<file path="src/rtl/uart_rx_os32.sv">
// UART receiver driven by a 32x oversample tick: start-bit qualification,
// centre sampling, valid/ready delivery and framing/parity/overrun flags.
module uart_rx_os32 #(
    parameter int DATA_BITS  = 8,
    parameter int PARITY_EN  = 0,
    parameter int PARITY_ODD = 0,
    parameter int STOP_BITS  = 1
) (
    input  logic                 CLK,
    input  logic                 RST,
    input  logic                 TICK_X32,
    input  logic                 RX,
    output logic [DATA_BITS-1:0] RX_DATA,
    output logic                 RX_VALID,
    input  logic                 RX_READY,
    output logic                 FRAME_ERR,
    output logic                 PARITY_ERR,
    output logic                 OVERRUN,
    output logic                 BUSY
);

    typedef enum logic [2:0] {
        IDLE,
        START,
        DATA,
        PARITY,
        STOP,
        WAIT_HI
    } state_t;

    localparam logic [3:0] LAST_DATA = 4'(DATA_BITS - 1);
    localparam logic [3:0] LAST_STOP = 4'(STOP_BITS - 1);
    localparam logic       ODD       = (PARITY_ODD != 0);
    localparam logic       HAS_PAR   = (PARITY_EN != 0);

    state_t               state;
    logic [4:0]           tick_cnt;
    logic [3:0]           bit_idx;
    logic [DATA_BITS-1:0] shreg;
    logic                 par_bad;
    logic                 rx_meta;
    logic                 rx_s;

    always_ff @(posedge CLK or negedge RST) begin
        if (!RST) begin
            rx_meta <= 1'b1;
            rx_s    <= 1'b1;
        end else begin
            rx_meta <= RX;
            rx_s    <= rx_meta;
        end
    end

    // Shifting right places the first-received bit at the LSB once the word is complete.
    always_ff @(posedge CLK or negedge RST) begin
        if (!RST) begin
            state      <= IDLE;
            tick_cnt   <= 5'd0;
            bit_idx    <= 4'd0;
            shreg      <= '0;
            par_bad    <= 1'b0;
            RX_DATA    <= '0;
            RX_VALID   <= 1'b0;
            FRAME_ERR  <= 1'b0;
            PARITY_ERR <= 1'b0;
            OVERRUN    <= 1'b0;
        end else begin
            FRAME_ERR  <= 1'b0;
            PARITY_ERR <= 1'b0;
            OVERRUN    <= 1'b0;
            if (RX_VALID && RX_READY)
                RX_VALID <= 1'b0;

            if (TICK_X32) begin
                case (state)
                    IDLE: begin
                        if (!rx_s) begin
                            state    <= START;
                            tick_cnt <= 5'd0;
                        end
                    end
                    START: begin
                        if (tick_cnt == 5'd15) begin
                            if (rx_s) begin
                                state <= IDLE;
                            end else begin
                                state    <= DATA;
                                tick_cnt <= 5'd0;
                                bit_idx  <= 4'd0;
                                par_bad  <= 1'b0;
                            end
                        end else begin
                            tick_cnt <= tick_cnt + 5'd1;
                        end
                    end
                    DATA: begin
                        if (tick_cnt == 5'd31) begin
                            tick_cnt <= 5'd0;
                            shreg    <= {rx_s, shreg[DATA_BITS-1:1]};
                            if (bit_idx == LAST_DATA) begin
                                bit_idx <= 4'd0;
                                state   <= HAS_PAR ? PARITY : STOP;
                            end else begin
                                bit_idx <= bit_idx + 4'd1;
                            end
                        end else begin
                            tick_cnt <= tick_cnt + 5'd1;
                        end
                    end
                    PARITY: begin
                        if (tick_cnt == 5'd31) begin
                            tick_cnt <= 5'd0;
                            par_bad  <= ((^{shreg, rx_s}) != ODD);
                            state    <= STOP;
                        end else begin
                            tick_cnt <= tick_cnt + 5'd1;
                        end
                    end
                    STOP: begin
                        if (tick_cnt == 5'd31) begin
                            tick_cnt <= 5'd0;
                            if (!rx_s) begin
                                FRAME_ERR <= 1'b1;
                                bit_idx   <= 4'd0;
                                state     <= WAIT_HI;
                            end else if (bit_idx == LAST_STOP) begin
                                bit_idx <= 4'd0;
                                state   <= IDLE;
                                if (par_bad) begin
                                    PARITY_ERR <= 1'b1;
                                end else if (!RX_VALID || RX_READY) begin
                                    RX_DATA  <= shreg;
                                    RX_VALID <= 1'b1;
                                end else begin
                                    OVERRUN <= 1'b1;
                                end
                            end else begin
                                bit_idx <= bit_idx + 4'd1;
                            end
                        end else begin
                            tick_cnt <= tick_cnt + 5'd1;
                        end
                    end
                    WAIT_HI: begin
                        if (rx_s)
                            state <= IDLE;
                    end
                    default: state <= IDLE;
                endcase
            end
        end
    end

    assign BUSY = (state != IDLE);

endmodule

</file>
<file path="config.mk">
export PLATFORM = sky130hd
export DESIGN_NAME = uart_rx_os32
export DESIGN_NICKNAME = d
export VERILOG_FILES = /design/src/rtl/uart_rx_os32.sv
export SDC_FILE = /design/constraint.sdc
export NUM_CORES = 1
export LEC_CHECK = 0
export CAP_MARGIN = 20
export CORE_MARGIN = 8
export CORE_UTILIZATION = 60
export DETAILED_ROUTE_END_ITERATION = 10
export PLACE_DENSITY = 0.81
export SYNTH_ARGS = -nofsm -noshare
export SYNTH_HDL_FRONTEND = slang
export SYNTH_SLANG_ARGS = --single-unit
</file>
<file path="constraint.sdc">
create_clock -name CLK -period 6.65 [get_ports CLK]
set_clock_uncertainty 0.15 [all_clocks]
set_input_delay 1.6625 -clock CLK [delete_from_list [all_inputs] [get_ports CLK]]
set_output_delay 1.6625 -clock CLK [all_outputs]
set_load 0.01 [all_outputs]
</file>
==> results of run 1 <==
==> state kept, by name, indices dropped and copies added, names as in the netlist <==
name and count:
FRAME_ERR 1, OVERRUN 1, rx_s 1, shreg 8, state 3, RX_VALID 1
RX_DATA 8, par_bad 1, tick_cnt 5, bit_idx 4, PARITY_ERR 1, rx_meta 1
==> where the power goes <==
group          switching, mW  internal [mW]
Combinational         0.0889          0.101
Sequential            0.0503          0.235
Clock                 0.0699         0.0888
==> per-stage QoR <==
stage	instances	hold WS (ns)	utilization, %	total power, mW
2_1_floorplan	164	0.1952	-	0.4386
3_3_place_gp	207	0.1977	68.17	0.4686
3_5_place_dp	207	0.2001	68.17	0.4785
4_1_cts	215	0.2155	71.04	0.6378
5_1_grt	215	0.2171	71.04	0.6712
6_report	215	0.2138	71.04	0.6339
==> cells by family after synthesis <==
family	after synthesis	synth area share, %
AND/OR/NAND/NOR	51	18.82
multiplexers	18	11.25
adder cells (fa/ha/maj)	5	3.349
AO/OA/AOI/OAI	28	10.98
XOR/XNOR	7	4.019
flip-flops	35	47.02
buffers and inverters	20	4.555
==> worst max-delay path by stage <==
stage | startpoint | to | slack (ns) | depth (start not counted)
global placement | TICK_X32 | shreg[6]$_DFFE_PN0P_ | 2.89 | 4
global route | state[0]$_DFFE_PN0P_ | BUSY | 2.88 | 2
floorplan | TICK_X32 | RX_DATA[0]$_DFFE_PN0P_ | 3.55 | 5
finish | state[2]$_DFFE_PN0P_ | BUSY | 2.97 | 2
detailed placement | TICK_X32 | shreg[3]$_DFFE_PN0P_ | 2.86 | 4
CTS | state[0]$_DFFE_PN0P_ | BUSY | 2.96 | 2
==> layout make-up <==
class	count	area (µm²)
Fill cell	205	869.6
Clock buffer	6	51.30
Tap cell	33	41.29
Clock inverter	2	35.03
Multi-Input combinational cell	109	904.6
Inverter	12	45.04
Sequential cell	35	878.3
Timing Repair Buffer	18	177.7
==> layout by cell type, fill, tap and decap left out, drive strengths merged, types with 4 or more instances in the layout <==
master         Yosys  layout
inv               12      12
nor4b              4       4
o21ai              5       5
nand3              5       5
ha                 5       5
nand2             10      10
o22ai              4       4
mux2              18      18
a21oi              5       5
xnor2              6       6
nor2               4       4
dfrtp             33      33
clkbuf             5       6
clkdlybuf4s50      0      17
==> per-layer routing <==
metal / up-vias / GRT usage, % / wire, µm
met2: 18 / 24.90 / 1894
met5: - / 0 / 0
li1: 631 / - / -
met1: 664 / 17.29 / 1489
met3: 7 / 4.045 / 111
met4: 0 / 6.122 / 59
==> critical path, delay by kind of cell (launching register included) <==
kind          cells  cell delay [ns]
buf+inv           1             0.49
flops             1             0.60
simple gates      1             0.45
==> metrics.md, run 1 <==
| Metric | Value |
|---|---|
| Outcome | `completed` |
| DRT Pass-1 Iters | `4` |
| Total track usage | `approximately 15%` |
| Mapped Area | `0.001868 mm²` |
| Initial antenna violation count | `0` |
| Asr flop ratio synth | `100.0%` |
| Startpoint Class | `register` |
| CTS sink count | `35` |
| GP Congestion | `between 0.8 and 0.9` |
| Post-Place Worst Slack | `2.863 ns` |
| Worst Setup End Kind | `output port` |
| Root Buffer Master | `clkbuf_4` |
| Crit path kind | `reg -> out` |
| Leak pwr | `0.9451 nW` |
| R2R Path End | `shreg[3]$_DFFE_PN0P_` |
| Synth cell count leaders | `33 x dfrtp_1, 16 x mux2_2, 12 x inv_1, 10 x nand2_1, 6 x xnor2_1` |
| Clk slew on worst S/H paths | `around 0.11 ns` |
| Die height | `71.80 µm` |
| P per Cell Area | `a little under 300 mW/mm²` |
| Number of flops mapped to enable cells by yosys | `0` |
| Initial DRC Count | `78` |
| Max-cap violations | `0` |
| Post-synthesis instance total | `about 160` |
| Synthesis Warnings | `0` |
| Fin. max-slew vios | `0` |
| RSZ-0062 raised after global routing | `no` |
| Count of final setup violators | `0` |
| Area grow syn2layout | `14.20%` |
| Largest net degree at the start of global routing | `36` |
| Synthesized Nets | `174` |
| DR DRC count | `0` |
| Most common cell in the netlist | `dfrtp_1` |
| Period minus WS final | `3.677 ns` |
| Worst hold path class | `reg -> reg` |
| CTS tree | `done` |
| Sequential area share after synthesis | `a little under half` |
| HPWL after DPL | `about 2600 µm` |
| Drt total wl | `around 3600 µm` |
| Synth unique cells | `46` |
| Hold EP | `rx_s$_DFF_PN1_` |
| PortBufs | `17` |
| Final Worst Setup Slack | `between 2 and 3 ns` |
| Total clock buffers created by CTS | `5` |
| Max H-tree Level | `2` |
| Ys flop type | `dfrtp_1` |
| Slew headroom | `about half` |
| Fin. Hold Viols | `0` |
| Hold buffer count at CTS | `0` |
| Vias | `around 1300` |
| # rows | `20` |
| Avg Cell Area, Syn | `about 11 µm²` |
| First-pass GRT wire length | `5996 µm` |
| Die ar. | `0.005155 mm²` |
| Worst reg2reg path depth | `7` |
| Worst Path Arrival | `between 1.5 and 2 ns` |
| CTS max path bufs | `2` |
| Final ANT Viol Nets | `0` |
| Max Clock Freq | `approximately 270 MHz` |
| Die width | `about 72 µm` |
| Layout cell share with drive strength beyond 1 | `around 23%` |
| Synth top area share | `about 44%` |
| Final setup TNS | `0 ns` |
| Worst-margin pin slew | `0.7618 ns` |
| Design area | `0.002133 mm²` |
| Crit path max-delay cell type | `dfrtp_1` |
| Vias in the first global route | `~1300` |
| WP data required | `slightly below 5 ns` |
| Crit path max fanout | `19` |
| Post-CTS Resized | `0` |
| Core area | `0.003003 mm²` |
| VDD IR max | `165.8 µV` |
| Register bit total from synthesis | `35` |
| FF-to-FF setup slack | `a little under 4 ns` |
| Critical-path cell list | `or3_1, clkdlybuf4s50_1` |
| Gr ovfl total | `0` |
| Initial Util | `62.21%` |
| WHS Path Cells | `0` |
| Post-DP Area | `~0.0020 mm²` |
| Yosys top cell by area | `dfrtp_1` |
| Reg2reg start | `tick_cnt[0]$_DFFE_PN0P_` |
| Area contributors post-synth | `dfrtp_1 44%, mux2_2 9.6%, ha_1 3.3%, dfstp_2 2.8%, xnor2_1 2.8%` |
| Nets | `~190` |
| Crit-path max cell delay | `roughly 0.6 ns` |
| DR WL/cell | `approximately 17 µm` |
| Vias per cell | `just over 6` |
| Ant. Diodes | `0` |
| Clk_lat worst skew | `about 0.33 ns` |
| I/O pin count | `18` |
| Post-CTS Setup Inserts | `0` |
| Min-delay src | `rx_meta$_DFF_PN1_` |
| Period utilisation layout | `between 50% and 60%` |
(Power assumes the default switching activity.)
==> run 2, diff against run 1 <==
CORE_UTILIZATION = 51   (was 60)
PLACE_DENSITY = 0.73   (was 0.81)
clock period = 3.2 ns   (was 6.65 ns; I/O delays follow)
==> run 2 against run 1 <==
  * Register-to-register slack worse by 3.4 ns
  * Clock power is 53% higher
  * Die area is 14% higher
  * Count of clock-buffer cells in the layout is 1 higher
  * First-iteration DRC count is 23% lower
  * Total power is 96% higher
  * Sequential power is 99% higher
  * Worst hold slack worse by 0.011 ns
  * Via count hardly changed
  * Setup slack worse by 2.6 ns
  * Largest cell class unchanged
  * Largest power group unchanged
==> metrics.md, run 2 (synthesized netlist as in run 1, its figures left out) <==
| Metric | Value |
|---|---|
| Outcome | `completed (unchanged)` |
| Post-Place Worst Slack | `0.5510 ns (was 2.863 ns)` |
| Die ar. | `0.005855 mm² (was 0.005155 mm²)` |
| Max H-tree Level | `2 (unchanged)` |
| Hold WS | `0.2028 ns (was 0.2138 ns)` |
| DR DRC count | `0 (unchanged)` |
| Gr ovfl total | `0 (unchanged)` |
| Root Buffer Master | `clkbuf_4 (unchanged)` |
| Clk_lat worst skew | `0.33 ns (about the same)` |
| Count of final setup violators | `0 (unchanged)` |
| Nets | `194 (was 191)` |
| Total clock buffers created by CTS | `5 (unchanged)` |
| Die height | `76.52 µm (was 71.80 µm)` |
| Max-cap violations | `0 (unchanged)` |
| GP Congestion | `0.7021 (was 0.8248)` |
| Crit-path max cell delay | `0.60 ns (about the same)` |
| Hold buffer count at CTS | `0 (unchanged)` |
| Fin. Hold Viols | `0 (unchanged)` |
| Drt total wl | `3530 µm (was 3554 µm)` |
| Period minus WS final | `between 2 and 3 ns` |
| Worst reg2reg path depth | `8 (was 7)` |
| Ant. Diodes | `0 (unchanged)` |
| Worst Path Arrival | `1.87 ns (was 1.86 ns)` |
| Placed cells | `225 (was 207)` |
| CTS tree | `done (unchanged)` |
| DR WL/cell | `15.15 µm (was 16.53 µm)` |
| Design area | `0.002148 mm² (was 0.002133 mm²)` |
| Fin. max-slew vios | `0 (unchanged)` |
| Max Clock Freq | `about 350 MHz` |
| DRT Pass-1 Iters | `4 (unchanged)` |
| Crit path kind | `reg -> out (unchanged)` |
| CTS sink count | `35 (unchanged)` |
| Final Worst Setup Slack | `0.3754 ns (was 2.973 ns)` |
| RSZ-0062 raised after global routing | `no (unchanged)` |
| P_int | `0.8125 mW (was 0.4249 mW)` |
| Vias in the first global route | `1307 (was 1302)` |
| Post-DP Area | `0.002088 mm² (was 0.002047 mm²)` |
| Largest net degree at the start of global routing | `36 (unchanged)` |
| Switching Fraction | `34.64% (was 32.98%)` |
| Area grow syn2layout | `15.00% (was 14.20%)` |
| Vias | `1319 (was 1320)` |
| Layout cell share with drive strength beyond 1 | `23.78% (was 23.08%)` |
| Clock network power share | `19.6% (was 25.0%)` |
| VDD IR max | `288.3 µV (was 165.8 µV)` |
| Leak pwr | `0.9476 nW (was 0.9451 nW)` |
| Largest regs | `RX_DATA x8, shreg x8, tick_cnt x5 (unchanged)` |
| Core area | `0.003578 mm² (was 0.003003 mm²)` |
| Vias per cell | `5.661 (was 6.140)` |
| Final ANT Viol Nets | `0 (unchanged)` |
| Fin cells | `233 (was 215)` |
| Initial Util | `52.20% (was 62.21%)` |
| Period utilisation layout | `88.27%` |
| # rows | `22 (was 20)` |
| Worst Setup End Kind | `output port (unchanged)` |
| Slew headroom | `62.46% (was 49.11%)` |
| Clk slew on worst S/H paths | `0.11 ns (about the same)` |
| Commonest non-fill, non-tap cell in the layout | `dfrtp_1 (unchanged)` |
| Final Total Pwr | `1.243 mW (was 0.6339 mW)` |
| Startpoint Class | `register (unchanged)` |
| Switching power | `0.4307 mW (was 0.2091 mW)` |
| CTS max path bufs | `2 (unchanged)` |
| Commonest non-fill, non-tap cells in the layout | `33 x dfrtp_1, 17 x clkdlybuf4s50_1, 16 x mux2_2 (unchanged)` |
| WHS Path Cells | `0 (unchanged)` |
| First-pass GRT wire length | `6120 µm (was 5996 µm)` |
| Initial antenna violation count | `0 (unchanged)` |
| Die width | `76.52 µm (was 71.80 µm)` |
| I/O pin count | `18 (unchanged)` |
| P per Cell Area | `578.7 mW/mm² (was 297.2 mW/mm²)` |
| Reg power frac | `45.8% (was 45.1%)` |
| Worst hold path class | `reg -> reg (unchanged)` |
| Initial DRC Count | `60 (was 78)` |
| PortBufs | `17 (unchanged)` |
| Total track usage | `12.70% (was 14.81%)` |
| Critical-path cell list | `or3_1, clkdlybuf4s50_1 (unchanged)` |
| Crit path max fanout | `20 (was 19)` |
| Crit path max-delay cell type | `dfrtp_1 (unchanged)` |
| Post-CTS Resized | `0 (unchanged)` |
| HPWL after DPL | `2608 µm (was 2594 µm)` |
| Post-layout util | `60.04% (was 71.04%)` |
| Layout fillers | `304 (was 205)` |
| Final setup TNS | `0 ns (unchanged)` |
| Comb pwr share | `34.6% (was 29.9%)` |
| WP data required | `2.25 ns (was 4.84 ns)` |
| Post-CTS Setup Inserts | `0 (unchanged)` |
| Worst-margin pin slew | `0.5543 ns (was 0.7618 ns)` |
run 2: cell types whose count changed in the layout (fill, tap and decap cells not counted):
cell / delta
buf_4: +3
bufinv_16: -1
clkbuf_1: +1
run 2: routing by layer:
layer / global-route usage [%] / part of all wire, %
met1: 14.12 / 42
met2: 21.85 / 52
met3: 4.245 / 4.2
met4: 4.808 / 1.6
met5: 0 / 0
run 2: layout make-up:
| type | count | area, µm² | area share (%) |
|---|---|---|---|
| inverters | 12 | 45.04 | 2.097 |
| repair buffers | 21 | 200.2 | 9.319 |
| flip-flops and latches | 35 | 878.3 | 40.89 |
| multi-input cells | 109 | 904.6 | 42.11 |
| clock buffers | 7 | 55.05 | 2.563 |
| clock inverters | 1 | 5.005 | 0.2330 |
| well taps | 48 | 60.06 | 2.796 |
run 2: power groups by stage:
| stage | Combinational, mW | Sequential (mW) | Clock (mW) |
|---|---|---|---|
| 2_1_floorplan | 0.380 | 0.532 | 0 |
| 3_3_place_gp | 0.417 | 0.569 | 0 |
| 3_5_place_dp | 0.433 | 0.576 | 0 |
| 4_1_cts | 0.434 | 0.567 | 0.254 |
| 5_1_grt | 0.481 | 0.579 | 0.274 |
| 6_report | 0.430 | 0.569 | 0.244 |
run 2: path summary, 6_finish.rpt:
check,start,to,slack (ns)
worst max-delay path,state[0]$_DFFE_PN0P_,BUSY,0.38
worst min-delay path,rx_meta$_DFF_PN1_,rx_s$_DFF_PN1_,0.20
worst max register to register,tick_cnt[0]$_DFFE_PN0P_,bit_idx[3]$_DFFE_PN0P_,0.54
worst min register to register,rx_meta$_DFF_PN1_,rx_s$_DFF_PN1_,0.20
max in group asynchronous,RST,rx_meta$_DFF_PN1_,1.85
min in group asynchronous,RST,PARITY_ERR$_DFF_PN0_,0.72
run 2: critical path, delay by kind of cell (launching register included):
| family | cells | cell delay (ns) |
|---|---|---|
| buffers and inverters | 1 | 0.50 |
| flip-flops | 1 | 0.60 |
| AND/OR/NAND/NOR | 1 | 0.44 |
==> run 3, diff against run 2 <==
CTS_CLUSTER_DIAMETER = 150   (was unset)
==> results of run 3 <==
Final layout, timing and power as in run 2 (identical DEF).
